**src/rtl/cronometro_multi_pkg.sv**
```systemverilog
// cronometro_multi_pkg: BCD digit limits, field offsets, packing width and run-state encoding
package cronometro_multi_pkg;
    localparam int BCD_W = 32;
    localparam logic [3:0] MAX9 = 4'd9;
    localparam logic [3:0] MAX5 = 4'd5;
    localparam int OFF_C0 = 0;
    localparam int OFF_C1 = 4;
    localparam int OFF_S0 = 8;
    localparam int OFF_S1 = 12;
    localparam int OFF_M0 = 16;
    localparam int OFF_M1 = 20;
    localparam int OFF_H0 = 24;
    localparam int OFF_H1 = 28;

    typedef enum logic [1:0] {ST_IDLE, ST_RUN, ST_DONE} state_t;

    function automatic logic [7:0] to_bcd2(input int v);
        return {4'(v / 10), 4'(v % 10)};
    endfunction
endpackage

```
**src/rtl/bcd_digit_updn.sv**
```systemverilog
// bcd_digit_updn: one BCD digit counting up or down over 0..MAXV with carry/borrow out
module bcd_digit_updn #(
    parameter logic [3:0] MAXV = 4'd9
) (
    input  logic       clk,
    input  logic       reset,
    input  logic       clr,
    input  logic       load,
    input  logic [3:0] load_val,
    input  logic       step,
    input  logic       dir,
    output logic [3:0] digit,
    output logic       carry
);
    logic at_end;

    assign at_end = dir ? (digit == 4'd0) : (digit == MAXV);
    assign carry  = step && at_end;

    always_ff @(posedge clk or negedge reset)
        if (!reset)
            digit <= '0;
        else if (clr)
            digit <= '0;
        else if (load)
            digit <= (load_val > MAXV) ? MAXV : load_val;
        else if (step)
            digit <= at_end ? (dir ? MAXV : 4'd0) : (dir ? digit - 4'd1 : digit + 4'd1);
endmodule

```
**src/rtl/cronometro_multi.sv**
```systemverilog
// cronometro_multi: BCD stopwatch/timer with prescaler, clamped preset load and lap freeze
module cronometro_multi
    import cronometro_multi_pkg::*;
#(
    parameter int TICK_DIV = 100000,
    parameter int HOUR_MAX = 99
) (
    input  logic             clk,
    input  logic             reset,
    input  logic             start_stop,
    input  logic             clear,
    input  logic             load,
    input  logic             mode,
    input  logic             lap,
    input  logic [BCD_W-1:0] preset,
    output logic [BCD_W-1:0] digits,
    output logic             running,
    output logic             done,
    output logic             lap_active
);
    localparam int PW = (TICK_DIV > 1) ? $clog2(TICK_DIV) : 1;
    localparam logic [7:0] HMAX_BCD = to_bcd2(HOUR_MAX);
    localparam logic [6:0] HMAX7 = 7'(HOUR_MAX);
    localparam logic [BCD_W-1:0] TOP = {HMAX_BCD, MAX5, MAX9, MAX5, MAX9, MAX9, MAX9};

    state_t            state, state_nx;
    logic [PW-1:0]     pre;
    logic [BCD_W-1:0]  live, snap, ld_val;
    logic [8:0]        chain;
    logic [3:0]        h1c, h0c;
    logic [6:0]        hv;
    logic              tick, at_zero, hold, finish;

    assign running = (state == ST_RUN);
    assign done    = (state == ST_DONE);
    assign tick    = running && (pre == PW'(TICK_DIV - 1));
    assign at_zero = (live == '0);
    assign hold    = mode ? at_zero : (live == TOP);
    assign chain[0] = tick && !hold;
    // chain[8] can only rise if the hold compare were bypassed; it still ends the run
    assign finish  = (tick && (hold || (mode && live == 32'd1))) || chain[8];

    assign h1c    = (preset[OFF_H1+:4] > MAX9) ? MAX9 : preset[OFF_H1+:4];
    assign h0c    = (preset[OFF_H0+:4] > MAX9) ? MAX9 : preset[OFF_H0+:4];
    assign hv     = 7'(h1c) * 7'd10 + 7'(h0c);
    assign ld_val = (hv > HMAX7) ? {HMAX_BCD, preset[OFF_M1+3:0]} : preset;

    genvar g;
    generate
        for (g = 0; g < 8; g++) begin : g_dig
            bcd_digit_updn #(.MAXV((4 * g == OFF_S1 || 4 * g == OFF_M1) ? MAX5 : MAX9)) u_dig (
                .clk      (clk),
                .reset    (reset),
                .clr      (clear),
                .load     (load),
                .load_val (ld_val[4*g+:4]),
                .step     (chain[g]),
                .dir      (mode),
                .digit    (live[4*g+:4]),
                .carry    (chain[g+1])
            );
        end
    endgenerate

    always_comb begin
        state_nx = (clear || load)                                      ? ST_IDLE :
                   finish                                               ? ST_DONE :
                   (start_stop && state == ST_RUN)                      ? ST_IDLE :
                   (start_stop && state == ST_IDLE && !(mode && at_zero)) ? ST_RUN  :
                                                                          state;
    end

    always_ff @(posedge clk or negedge reset)
        if (!reset)
            state <= ST_IDLE;
        else
            state <= state_nx;

    always_ff @(posedge clk or negedge reset)
        if (!reset) begin
            pre        <= '0;
            snap       <= '0;
            lap_active <= 1'b0;
        end else begin
            pre        <= (clear || load || tick) ? '0 : running ? pre + PW'(1) : pre;
            snap       <= (lap && !lap_active) ? live : snap;
            lap_active <= clear ? 1'b0 : lap ? !lap_active : lap_active;
        end

    assign digits = lap_active ? snap : live;
endmodule

```
**config.mk**
```make
export PLATFORM = sky130hd
export DESIGN_NAME = cronometro_multi
export DESIGN_NICKNAME = d
export VERILOG_FILES = /design/src/rtl/cronometro_multi_pkg.sv /design/src/rtl/bcd_digit_updn.sv /design/src/rtl/cronometro_multi.sv
export SDC_FILE = /design/constraint.sdc
export NUM_CORES = 1
export LEC_CHECK = 0
export ABC_AREA = 1
export BUFFER_PORTS_ARGS = -buffer_cell sky130_fd_sc_hd__buf_2
export CORE_MARGIN = 2
export CORE_UTILIZATION = 40
export CTS_BUF_LIST = sky130_fd_sc_hd__clkbuf_8 sky130_fd_sc_hd__clkbuf_16
export DETAILED_ROUTE_END_ITERATION = 16
export PLACE_DENSITY = 0.55
export SLEW_MARGIN = 25
export SYNTH_ARGS = -nofsm -noshare
export SYNTH_HDL_FRONTEND = slang
export SYNTH_SLANG_ARGS = --single-unit
```
**constraint.sdc**
```tcl
create_clock -name clk -period 5.2 [get_ports clk]
set_input_delay 0.26 -clock clk [delete_from_list [all_inputs] [get_ports clk]]
set_output_delay 0.26 -clock clk [all_outputs]
set_load 0.02 [all_outputs]
```
After elaboration in Yosys (flattened, before gate mapping)
Index checks and enable logic that the tools add are counted.
{"block": "op_classes", "n_addsub": 18, "n_lt_le_gt_ge": 11, "n_eq_ne": 13, "n_reduce_logical": 45, "muxes": 71, "multipliers": 1}
{"op": "4-bit 2-to-1 mux", "count": 51}
{"op": "32-bit 2-to-1 mux", "count": 2}
{"op": "17-bit 2-to-1 mux", "count": 2}
{"op": "4-bit by 1-bit adder with 4-bit output (second input constant)", "count": 8}
{"op": "32-bit by 1-bit equality test with 1-bit output (second input constant)", "count": 1}
{"op": "32-bit equality test (second input constant)", "count": 1}
{"op": "4-bit greater-than comparator (second input constant)", "count": 8}
{"op": "32-bit zero test", "count": 1}
{"op": "4-bit zero test", "count": 8}
{"op": "4-bit by 1-bit subtractor with 4-bit output (second input constant)", "count": 8}
{"op": "4-bit equality test (second input constant)", "count": 6}
{"op": "3-bit nonzero test", "count": 8}
{"op": "17-bit by 1-bit adder with 17-bit output (second input constant)", "count": 1}
{"op": "17-bit equality test (second input constant)", "count": 1}
{"op": "1-bit logical AND", "count": 17}
{"op": "1-bit 2-to-1 mux", "count": 11}
{"op": "4-bit by 3-bit equality test with 1-bit output (second input constant)", "count": 2}
{"op": "4-bit by 3-bit greater-than comparator with 1-bit output (second input constant)", "count": 2}
{"op": "2-bit 2-to-1 mux", "count": 4}
{"op": "7-bit by 4-bit adder with 7-bit output", "count": 1}
{"op": "7-bit greater-than comparator (second input constant)", "count": 1}
{"op": "4-bit by 3-bit multiplier with 6-bit output (second input constant)", "count": 1}
{"op": "1-bit logical OR", "count": 4}
{"op": "2-bit nonzero test", "count": 2}
{"op": "6 further kinds", "count": 8}
{"block": "totals", "input_bits": 39, "out_inout_bits": 35, "reg_bits": 84}

Depth between registers and ports, before layout
Gate-level depths: netlist of run 1.
{"block": "logic_depth", "depth_word": 15, "ltp_mapped": 20, "ltp_nobuf": 20}

Hierarchy
From an unflattened synthesis of run 1, not the netlist that was laid out.
{"block": "unflattened", "cells_unflattened": 964, "hier_area_um2": 6441.2}
{"mod": "cronometro_multi", "area_per_inst_um2": 3199.3, "cells_per_inst": 464, "n_inst": 1, "seq_area_each_um2": 1301.2}
{"mod": "bcd_digit_updn at g_dig[1].u_dig ...", "area_per_inst_um2": 406.6, "cells_per_inst": 64, "n_inst": 5, "seq_area_each_um2": 100.1}
{"mod": "bcd_digit_updn at g_dig[3].u_dig ...", "area_per_inst_um2": 404.1, "cells_per_inst": 58, "n_inst": 2, "seq_area_each_um2": 100.1}
{"mod": "bcd_digit_updn at g_dig[0].u_dig", "area_per_inst_um2": 400.4, "cells_per_inst": 64, "n_inst": 1, "seq_area_each_um2": 100.1}

Worst setup path after synthesis of run 1
No wires, ideal clock.
{"block": "synth_timing", "kind": "input -> register", "startpoint": "input port preset[30]", "endpoint": "register g_dig[6].u_dig.digit[2]", "slack_ns": 3.074, "t_required_ns": 5.081, "n_path_buf": 0, "arrival_ns": 2.007, "cell_stages": 14, "path_cell_list": "o21ai_2 -> nand2_1 -> ha_1 -> ha_1 -> inv_1 -> fa_1 -> nor2_1 -> nand3_1 -> nand2_1 -> nand3_2 -> nand2_1 -> inv_1 -> nor2_1 -> nor2_1"}
{"block": "synth_via", "elab_chain_cells": 10}
{"element": "start, declared", "line": "cronometro_multi.sv:15", "rtl": "input logic [BCD_W-1:0] preset,"}
{"element": "4-bit greater-than comparator", "line": "cronometro_multi.sv:43", "rtl": "assign h1c = (preset[OFF_H1+:4] > MAX9) ? MAX9 : preset[OFF_H1+:4];"}
{"element": "4-bit 2-to-1 mux *", "line": "cronometro_multi.sv:43"}
{"element": "4-bit by 3-bit multiplier with 6-bit output *", "line": "cronometro_multi.sv:45", "rtl": "assign hv = 7'(h1c) * 7'd10 + 7'(h0c);"}
{"element": "7-bit by 4-bit adder with 7-bit output *", "line": "cronometro_multi.sv:45"}
{"element": "7-bit greater-than comparator *", "line": "cronometro_multi.sv:46", "rtl": "assign ld_val = (hv > HMAX7) ? {HMAX_BCD, preset[OFF_M1+3:0]} : preset;"}
{"element": "32-bit 2-to-1 mux *", "line": "cronometro_multi.sv:46"}
{"element": "4-bit greater-than comparator", "line": "bcd_digit_updn.sv:26", "rtl": "digit <= (load_val > MAXV) ? MAXV : load_val;"}
{"element": "4-bit 2-to-1 mux *", "line": "bcd_digit_updn.sv:26"}
{"element": "4-bit 2-to-1 mux *", "line": "bcd_digit_updn.sv:25", "rtl": "else if (load)"}
{"element": "4-bit 2-to-1 mux *", "line": "bcd_digit_updn.sv:23", "rtl": "else if (clr)"}
{"element": "end signal, assigned", "line": "bcd_digit_updn.sv:26"}
{"element": "end signal, assigned", "line": "bcd_digit_updn.sv:28", "rtl": "digit <= at_end ? (dir ? MAXV : 4'd0) : (dir ? digit - 4'd1 : digit + 4'd1);"}
{"element": "end, declared", "line": "bcd_digit_updn.sv:12", "rtl": "output logic [3:0] digit,"}
Mark *: on every way between the ends. The rest lies on a longest branch, timed or not.
A chain may end at the register's enable or synchronous reset.

Worst setup path in the final report of run 1
{"block": "layout_timing", "startpoint": "input port mode", "endpoint": "register g_dig[6].u_dig.digit[0]"}
{"block": "layout_via", "elab_chain_cells": 10}
{"element": "start, declared", "line": "cronometro_multi.sv:13", "rtl": "input logic mode,"}
{"element": "1-bit 2-to-1 mux", "line": "cronometro_multi.sv:38", "rtl": "assign hold = mode ? at_zero : (live == TOP);"}
{"element": "1-bit zero test", "line": "cronometro_multi.sv:39", "rtl": "assign chain[0] = tick && !hold;"}
{"element": "1-bit logical AND", "line": "cronometro_multi.sv:39"}
{"element": "1-bit logical AND (6 in series)", "line": "bcd_digit_updn.sv:18", "rtl": "assign carry = step && at_end;"}
{"element": "3-bit nonzero test (no source line)"}
Several ways; a longest one is shown, not always the timed one. The select of a mux whose other input is x is not followed.

==> summary.md, run 1 <==
| Metric | Value |
|---|---|
| Status | `completed` |
| Drc violations | `0` |
| First-pass DRT Iterations | `5` |
| End of the worst hold path | `lap_active` |
| Setup TNS | `0 ns` |
| Synth-to-Final Area Change | `13.29%` |
| Max-cap violations | `0` |
| Largest net degree at the start of global routing | `just under 70` |
| Post-synth EDFFs | `0` |
| GRT Total Usage | `between 20% and 30%` |
| FP Rows | `44` |
| # IOs | `74` |
| Post-synth top flop | `dfrtp_1` |
| Post-Syn Area | `between 5000 and 6000 µm²` |
| Fin worst setup slack | `between 2 and 3 ns` |
| Synth top area cells | `dfrtp_1 35%, nand2_1 13%, o21ai_0 8.6%` |
| Worst EP arrival | `2.59 ns` |
| RSZ-0062 raised after global routing | `no` |
| Asr flop ratio synth | `100.0%` |
| Dpl hpwl | `roughly 12 mm` |
| Crit share post-route | `45.44%` |
| Power Dens Cells | `300.2 nW/µm²` |
| #FFs+latches synth | `84` |
| Crit path max fanout | `30` |
| Syn nets | `899` |
| CP endpoint kind | `flip-flop` |
| Layout cell share with drive strength beyond 1 | `about 14%` |
| Worst-case vdd ir drop | `0.1566 mV` |
| Relative slew slack | `35.87%` |
| # setup viols final | `0` |
| Root Driver | `clkbuf_16` |
| Clock skew | `0.01130 ns` |
| Critical path class | `input pin to flip-flop` |
| Drt first-iter violations | `around 450` |
| Post-Synthesis Cells | `829` |
| Min Clock Period, post-route | `2.363 ns` |
| Design area | `between 6000 and 7000 µm²` |
| Mapped Avg Cell Area | `7.190 µm²` |
| H-Tree Depth | `3` |
| Final core utilization | `46.46%` |
| Worst-Margin Slew | `0.9620 ns` |
| Worst Hold Class | `input pin to flip-flop` |
| Post-synth top area share | `35.26%` |
| Total CTS buffers | `9` |
| Post-CTS sizing | `0` |
| Reg clk slew, reported paths | `0.07 ns` |
| Initial antenna violation count | `0` |
| Max Slew Vio Count | `0` |
| Routed via count | `~5700` |
| First-pass GRT wire length | `about 27 mm` |
| Peak Freq | `0.4232 GHz` |
| R2R depth | `10` |
| Final Hold Viols | `0` |
| Top cell type by total area after synthesis | `dfrtp_1` |
| CP required | `5.43 ns` |
| Clock buffer depth | `2` |
| Leakage | `3.253 nW` |
| Pre-CTS setup slack | `about 2.5 ns` |
| Diodes inserted | `0` |
| Reg2reg setup slack | `3.07 ns` |
| CTS tree | `done` |
| ANT nets after route | `0` |
| Initial Util | `41.01%` |
| DIE AREA | `15890 µm²` |
| Wire per inst | `around 15 µm` |
| Port Buffers | `73` |
| WL final | `16.41 mm` |
| Die W | `126.1 µm` |
| Hold_sp | `lap` |
| Hold path cells | `4` |
| Core ar. | `around 15000 µm²` |
| Area post-placement | `6471 µm²` |
| Critical R2R Launch | `pre[0]` |
| Grt total ovfl | `0` |
| GP Congestion | `0.9047` |
| Final #Nets | `962` |
| DR vias/cell | `5.311` |
| Clock Sinks | `84` |
| Clock latency on the worst-skew pair | `0.35 ns` |
| Filler Cell Count | `1535` |
| Startpoint types | `input pin` |
| YS warnings | `0` |
| Die Y | `126.1 µm` |
| WHS | `0.1606 ns` |
| Vias in the first global route | `5411` |
| Post-synthesis sequential area ratio | `a little over a third` |
| Distinct cells, synth | `48` |
| Crit Reg-Reg Endpoint | `pre[14]` |
[synthesized netlist by cell type, drive strengths merged, types with 12 or more instances]
cell type  number
a21oi          32
clkbuf         18
dfrtp          84
ha             22
inv            96
nand2         218
nand3          61
nand4          12
nor2           81
nor3           18
o21ai         117
xor2           17
[worst max-delay path, stage by stage]
cell,delay [ns]
buf_2,0.54
inv_2,0.41
nor2_2,0.21
nand3_1,0.12
nor2_1,0.15
nand4_2,0.16
nand3_4,0.14
nor2_4,0.05
nand3_2,0.06
nand2_2,0.15
nand2_2,0.15
inv_1,0.06
nand3_1,0.06
nand2_1,0.05
[worst max path at each step]
stage               startpoint                       to  depth (start not counted)
floorplan           preset[30]  g_dig[6].u_dig.digit[2]                         14
global placement          load  g_dig[7].u_dig.digit[1]                          8
detailed placement        mode  g_dig[6].u_dig.digit[0]                         14
CTS                       mode  g_dig[6].u_dig.digit[0]                         14
global route              mode  g_dig[6].u_dig.digit[3]                         14
finish                    mode  g_dig[6].u_dig.digit[0]                         14
[where the power goes]
group,switching (mW),internal (mW)
clock,0.272,0.332
combinational,0.398,0.209
sequential,0.0804,0.736
total,0.750,1.28
[stage by stage]
step / cells / power, mW
finish: 1080 / 2.027
global route: 1080 / 2.156
detailed placement: 1064 / 1.431
floorplan: 829 / 1.235
global placement: 1064 / 1.410
CTS: 1080 / 2.041
[flip-flops by register name, indices dropped and copies added (netlist names)]
signal and cells:
pre 17, lap_active 1, g_dig.u_dig.digit 32, state 2
snap 32
[cell type report]
type,count,area [µm²],share of cell area [%]
multi-input combinational,624,3393,50.25
tap,184,230.2,3.409
timing repair buffer,76,392.9,5.818
sequential,84,2103,31.15
inverter,97,364.1,5.392
clock inverter,5,30.03,0.4447
clock buffer,10,239.0,3.539
[cells in the final DEF (no fill, tap or decap), drive strengths merged, types with 2 or more instances in the layout]
cell     instances
a221oi           2
nor3            18
o211ai           3
a31oi            2
o21ai          117
fa               9
nor2            81
clkinv           3
clkbuf          10
dfrtp           84
a32oi            2
ha              22
a21oi           32
nand3           61
nand4           12
buf             75
a211oi           2
inv             98
xor2            17
nor3b            2
nor4             4
xnor2            6
o31ai            4
nand2          218
a2111oi          2
[what timing repair did]
item | CTS | global route
hold buffers | 1 | 0
buffers inserted | 0 | 0
hold endpoints to repair | 40 | 0
[layer usage]
metal	part of all wire, %	vias up	track usage, %
met5	0	-	0
met4	1.7	0	6.981
met3	4.5	25	2.846
met2	48	159	34.63
met1	46	2696	28.39
li1	-	2856	-
[kinds of logic after synthesis]
| kind of cell | after synthesis | share of synthesized area (%) |
|---|---|---|
| flops | 84 | 35.26 |
| buf+inv | 121 | 7.893 |
| other cells | 1 | 0.06291 |
| xor+xnor | 23 | 3.379 |
| simple gates | 397 | 29.93 |
| compound gates | 172 | 15.83 |
| fa+ha+maj | 31 | 7.641 |
Power figures use the tool's default switching activity.
==> run 2: changes to the inputs <==
Clock period 5.2 ns to 2.25 ns, I/O delays scaled along.
==> run 2 against run 1 <==
  * Hold slack lost 0.11 ns
  * Largest power group unchanged
  * Critical path type is now flip-flop to flip-flop
  * Largest cell class unchanged
  * Combinational power grew 140%
  * Utilization grew 1.6 points
==> summary.md, run 2 (synthesis results as in run 1) <==
| Metric | Value |
|---|---|
| Status | `completed` |
| Total CTS buffers | `9 (unchanged)` |
| Delay of the slowest critical-path stage | `0.40 ns (-0.14 ns)` |
| Crit share post-route | `88.17%` |
| Sw Ratio | `35.67% (-1.3 points)` |
| Commonest non-fill, non-tap cell in the layout | `nand2_1` |
| GP Congestion | `0.9144 (+1.1%)` |
| Area post-placement | `6634 µm² (+2.5%)` |
| Core ar. | `14530 µm² (unchanged)` |
| Comb power frac | `29.1% (-0.8 points)` |
| Die Y | `126.1 µm (unchanged)` |
| Post-CTS setup repair buffer count | `0 (unchanged)` |
| Clock skew | `0.007011 ns (-0.004289 ns)` |
| Clk network pwr share | `33.4% (+3.6 points)` |
| Worst-Margin Slew | `0.6167 ns (-0.3454 ns)` |
| Wire per inst | `14.78 µm (-2.7%)` |
| CP endpoint kind | `flip-flop` |
| Final #Nets | `985 (+2.4%)` |
| Peak Freq | `0.5041 GHz` |
| Grt total ovfl | `0 (unchanged)` |
| First-pass GRT wire length | `27.34 mm (+1.9%)` |
| Synth-to-Final Area Change | `17.30%` |
| Clock latency on the worst-skew pair | `0.36 ns (about the same)` |
| Layout cell share with drive strength beyond 1 | `16.09% (+2.1 points)` |
| # IOs | `74 (unchanged)` |
| Power Dens Cells | `710.2 nW/µm² (+140%)` |
| Initial antenna violation count | `0 (unchanged)` |
| Vias in the first global route | `5520 (+2.0%)` |
| Final Hold Viols | `0 (unchanged)` |
| H-Tree Depth | `3 (unchanged)` |
| First-pass DRT Iterations | `5 (unchanged)` |
| Clock buffer depth | `2 (unchanged)` |
| Reg clk slew, reported paths | `0.07 ns (about the same)` |
| Max-cap violations | `0 (unchanged)` |
| Worst EP arrival | `2.23 ns (-0.36 ns)` |
| Sequential power share | `37.5% (-2.8 points)` |
| WHS | `0.05421 ns (-0.1064 ns)` |
| Most frequent cells in the layout | `210 x nand2_1, 103 x o21ai_0, 89 x inv_1` |
| Most used cell, CP | `nand2_1` |
| Dpl hpwl | `12.36 mm (+1.6%)` |
| Root Driver | `clkbuf_16` |
| DIE AREA | `15890 µm² (unchanged)` |
| Regs by FF count | `g_dig.u_dig.digit x32, snap x32, pre x17` |
| # setup viols final | `0 (unchanged)` |
| CP required | `2.50 ns (-2.93 ns)` |
| Clock Sinks | `84 (unchanged)` |
| Min Clock Period, post-route | `1.984 ns` |
| Critical-path top delay cell | `dfrtp_1` |
| Design area | `6992 µm² (+3.5%)` |
| Drt first-iter violations | `395 (-12%)` |
| Hold path cells | `3 (-1)` |
| Routed via count | `5789 (+0.92%)` |
| ANT nets after route | `0 (unchanged)` |
| WL final | `16.32 mm (-0.58%)` |
| RSZ-0062 raised after global routing | `no` |
| GRT Total Usage | `21.38% (+0.45 points)` |
| Crit path max fanout | `5 (-83%)` |
| CTS tree | `done` |
| Die W | `126.1 µm (unchanged)` |
| Sw Pwr | `1.771 mW (+140%)` |
| Leakage | `3.382 nW (+4.0%)` |
| Cells along the critical path | `ha_1 > nand2_1 > nor2_4 > nand3_2 > nor2_4 > nand3_4 > nor2_4 > nand4_1 > nand2_1 > inv_1 > nand2_1 > nand2_1` |
| Startpoint types | `flip-flop` |
| Port Buffers | `73 (unchanged)` |
| Drc violations | `0 (unchanged)` |
| Worst-case vdd ir drop | `0.3232 mV (+110%)` |
| Initial Util | `41.01% (unchanged)` |
| Internal | `3.194 mW (+150%)` |
| Relative slew slack | `58.89% (+23 points)` |
| DR vias/cell | `5.244 (-1.3%)` |
| Diodes inserted | `0 (unchanged)` |
| Setup TNS | `0 ns (unchanged)` |
| Max Slew Vio Count | `0 (unchanged)` |
| Worst Hold Class | `input pin to flip-flop` |
| Critical path class | `flip-flop to flip-flop` |
| R2R depth | `12 (+2)` |
| Largest net degree at the start of global routing | `67 (-1.5%)` |
| FP Rows | `44 (unchanged)` |
[run 2: metrics by stage]
step	setup slack [ns]	utilization [%]	cells	power, mW
after floorplan	0.2718	-	829	2.854
after global placement	0.1271	45.64	1086	3.297
after detailed placement	0.06956	45.64	1086	3.337
after CTS	0.1845	48.02	1104	5.012
after global routing	0.03886	48.11	1104	5.296
final	0.2662	48.11	1104	4.966
[run 2: layout make-up]
cell class	count	area, µm²
Fill cell	1509	7542
Timing Repair Buffer	99	568.0
Multi-Input combinational cell	624	3401
Sequential cell	84	2103
Clock buffer	9	225.2
Clock inverter	7	100.1
Inverter	97	364.1
Tap cell	184	230.2
[run 2: repair_timing]
action / in CTS / in global routing
hold endpoints to repair: 38 / 0
resized for setup: 0 / 2
endpoints found under the setup margin: 0 / 3
hold buffers: 2 / 0
[run 2: metal layers]
layer	wire (µm)	global-route usage [%]	vias to the layer above
li1	-	-	2895
met1	7602	29.62	2728
met2	7661	34.54	145
met3	754	3.016	21
met4	300	7.175	0
met5	0	0	-
[run 2: final timing paths]
path	slack, ns	startpoint	end
max	0.27	pre[0]	g_dig[7].u_dig.digit[2]
min in group asynchronous	0.29	reset	snap[18]
min	0.05	start_stop	state[0]
min reg2reg	0.48	snap[14]	snap[14]
max reg2reg	0.27	pre[0]	g_dig[7].u_dig.digit[2]
max in group asynchronous	1.34	reset	pre[7]
[run 2: worst max-delay path: cells and delay by family, from the launching register on]
| kind | cells | cell delay, ns |
|---|---|---|
| DFF | 1 | 0.40 |
| and+or+nand+nor | 10 | 1.16 |
| buffers and inverters | 1 | 0.09 |
| adders and majority gates | 1 | 0.23 |
[run 2: power by group through the flow]
stage               sequential (mW)  combinational [mW]  clock [mW]
global placement               1.88                1.42           0
CTS                            1.86                1.46        1.69
global route                   1.89                1.65        1.76
floorplan                      1.84                1.01           0
detailed placement             1.89                1.45           0
finish                         1.86                1.44        1.66
==> run 3: changes to the inputs <==
Settings changed: BUFFER_PORTS_ARGS -buffer_cell sky130_fd_sc_hd__buf_2 to -buffer_cell sky130_fd_sc_hd__buf_4, GPL_TIMING_DRIVEN from default to 0.
==> run 3 against run 2 <==
  * Flip-flop and latch count did not move
  * Critical path type is now flip-flop to output pin
  * Wire length is 5.3% higher
  * Highest routed layer unchanged
  * Non-clock buffer count shrank 4
  * Largest power group unchanged
==> summary.md, run 3 (synthesis results as in run 1) <==
| Metric | Value |
|---|---|
| # IOs | `74 (unchanged)` |
| Leakage | `3.328 nW (-1.6%)` |
| GRT Total Usage | `22.57% (+1.2 points)` |
| Worst-case vdd ir drop | `0.3365 mV (+4.1%)` |
| Clock skew | `0.01191 ns (+0.004902 ns)` |
| Clock latency on the worst-skew pair | `0.35 ns (about the same)` |
| Initial antenna violation count | `0 (unchanged)` |
| DR vias/cell | `5.308 (+1.2%)` |
| Critical-path top delay cell | `dfrtp_1` |
| # setup viols final | `0 (unchanged)` |
| Drc violations | `0 (unchanged)` |
| CTS tree | `done` |
| Reg clk slew, reported paths | `0.07 ns (about the same)` |
| Final Hold Viols | `0 (unchanged)` |
| Critical path class | `flip-flop to output pin` |
| ANT nets after route | `0 (unchanged)` |
| Bufs and invs on worst path | `2 (+1)` |
| Hold path cells | `4 (+1)` |
| Dpl hpwl | `12.79 mm (+3.5%)` |
| Worst-Margin Slew | `0.8218 ns (+0.2052 ns)` |
| Max-cap violations | `0 (unchanged)` |
| Post-CTS setup repair buffer count | `0 (unchanged)` |
| Final #Nets | `981 (-0.41%)` |
| Largest net degree at the start of global routing | `85 (+27%)` |
| Initial Util | `41.01% (unchanged)` |
| H-Tree Depth | `3 (unchanged)` |
| First-pass GRT wire length | `28.81 mm (+5.4%)` |
| Worst EP arrival | `1.99 ns (-0.24 ns)` |
| Die Y | `126.1 µm (unchanged)` |
| R2R depth | `12 (unchanged)` |
| Regs by FF count | `g_dig.u_dig.digit x32, snap x32, pre x17` |
| Peak Freq | `0.4750 GHz (-5.8%)` |
| Min Clock Period, post-route | `2.105 ns (+0.1215 ns)` |
| Total CTS buffers | `9 (unchanged)` |
| Grt total ovfl | `0 (unchanged)` |
| Drt first-iter violations | `380 (-3.8%)` |
| Cells along the critical path | `clkbuf_1 > nand2_1 > o21ai_0 > buf_4` |
| Critical Path Stages | `4 (-8)` |
| Crit share post-route | `93.57% (+5.4 points)` |
| Clock buffer depth | `2 (unchanged)` |
| CP delay by family, top | `flip-flops` |
| Relative slew slack | `45.21% (-14 points)` |
| Clock Sinks | `84 (unchanged)` |
| First-pass DRT Iterations | `5 (unchanged)` |
| Port Buffers | `72 (-1.4%)` |
| Core ar. | `14530 µm² (unchanged)` |
| CP required | `2.14 ns (-0.36 ns)` |
| Synth-to-Final Area Change | `17.91%` |
| Layout cell share with drive strength beyond 1 | `14.43% (-1.7 points)` |
| Max Slew Vio Count | `0 (unchanged)` |
| Commonest non-fill, non-tap cell in the layout | `nand2_1` |
| Most frequent cells in the layout | `209 x nand2_1, 103 x o21ai_0, 90 x inv_1` |
| Status | `completed` |
| Total Power | `4.775 mW (-3.8%)` |
| DIE AREA | `15890 µm² (unchanged)` |
| Setup TNS | `0 ns (unchanged)` |
| WL final | `17.18 mm (+5.3%)` |
| Startpoint types | `flip-flop` |
| Delay of the slowest critical-path stage | `0.70 ns (+0.30 ns)` |
| Crit path max fanout | `13 (+8)` |
| Routed via count | `5834 (+0.78%)` |
| Root Driver | `clkbuf_16` |
| CP endpoint kind | `output pin` |
| Vias in the first global route | `5691 (+3.1%)` |
| Worst Hold Class | `input pin to flip-flop` |
| Diodes inserted | `0 (unchanged)` |
| Wire per inst | `15.64 µm (+5.8%)` |
| GP Congestion | `0.8901 (-2.7%)` |
| Power Dens Cells | `679.5 nW/µm² (-4.3%)` |
| RSZ-0062 raised after global routing | `no` |
| Die W | `126.1 µm (unchanged)` |
| Filler Cell Count | `1480 (-1.9%)` |
| FP Rows | `44 (unchanged)` |
==> run 3: cell types whose count changed in the layout (fill, tap and decap cells not counted), moves of 2 or more <==
cell / previous run / this run
buf_2: 72 / 4
buf_4: 25 / 72
buf_6: 0 / 2
bufinv_16: 2 / 0
clkbuf_1: 0 / 15
nand2_2: 3 / 5
==> run 3: timing repair <==
action | in CTS | in global routing
gates resized for setup | 0 | 9
endpoints found under the hold margin | 84 | 0
pin swaps | 0 | 1
hold buffers | 1 | 0
endpoints found under the setup margin | 3 | 39
==> run 3: layout make-up <==
cell class	count	area [µm²]	area share (%)
flip-flops and latches	84	2102	29.91
inverters	97	367.9	5.234
multi-input cells	624	3405	48.44
clock buffers	10	239.0	3.400
repair buffers	73	554.3	7.887
well taps	184	230.2	3.276
clock inverters	5	30.03	0.4273
plain buffers	22	100.1	1.424
==> run 3: power by group <==
group          internal, mW  total [mW]  switching (mW)
clock network         0.766        1.40           0.632
logic                 0.563        1.51           0.948
registers              1.70        1.87           0.166
total                  3.03        4.78            1.75
==> run 3: worst min-delay path: cells and delay by family <==
kind                   cells  cell delay, ns
AOI/OAI and AO/OA          1            0.05
buffers and inverters      2            0.11
and+or+nand+nor            1            0.05
==> run 3: routing by layer <==
| metal | part of all wire, % | track usage [%] | wire (µm) | vias up |
|---|---|---|---|---|
| met5 | 0 | 0 | 0 | - |
| met4 | 2.0 | 7.628 | 341 | 0 |
| met3 | 5.0 | 3.016 | 854 | 24 |
| met2 | 47 | 37.29 | 8082 | 137 |
| met1 | 46 | 30.64 | 7905 | 2782 |
| li1 | - | - | - | 2891 |
==> run 3: worst paths after layout <==
| check | from | end | slack, ns |
|---|---|---|---|
| min reg2reg | snap[21] | snap[21] | 0.49 |
| max in group asynchronous | reset | g_dig[7].u_dig.digit[0] | 1.27 |
| min in group asynchronous | reset | snap[18] | 0.38 |
| min | lap | lap_active | 0.02 |
| max | lap_active | digits[1] | 0.14 |
| max reg2reg | pre[0] | g_dig[7].u_dig.digit[1] | 0.17 |
==> run 3: per-stage QoR <==
step	instance area (µm²)	setup WS, ns	hold slack (ns)	cells	utilization (%)
2_1_floorplan	5961	0.2718	-0.1831	829	-
3_3_place_gp	6731	-0.03114	0.3809	1085	46.32
3_5_place_dp	6735	-0.09552	0.2459	1085	46.34
4_1_cts	7010	0.01081	0.007535	1100	48.24
5_1_grt	7028	0.001248	0.05132	1099	48.36
6_report	7028	0.1447	0.01843	1099	48.36
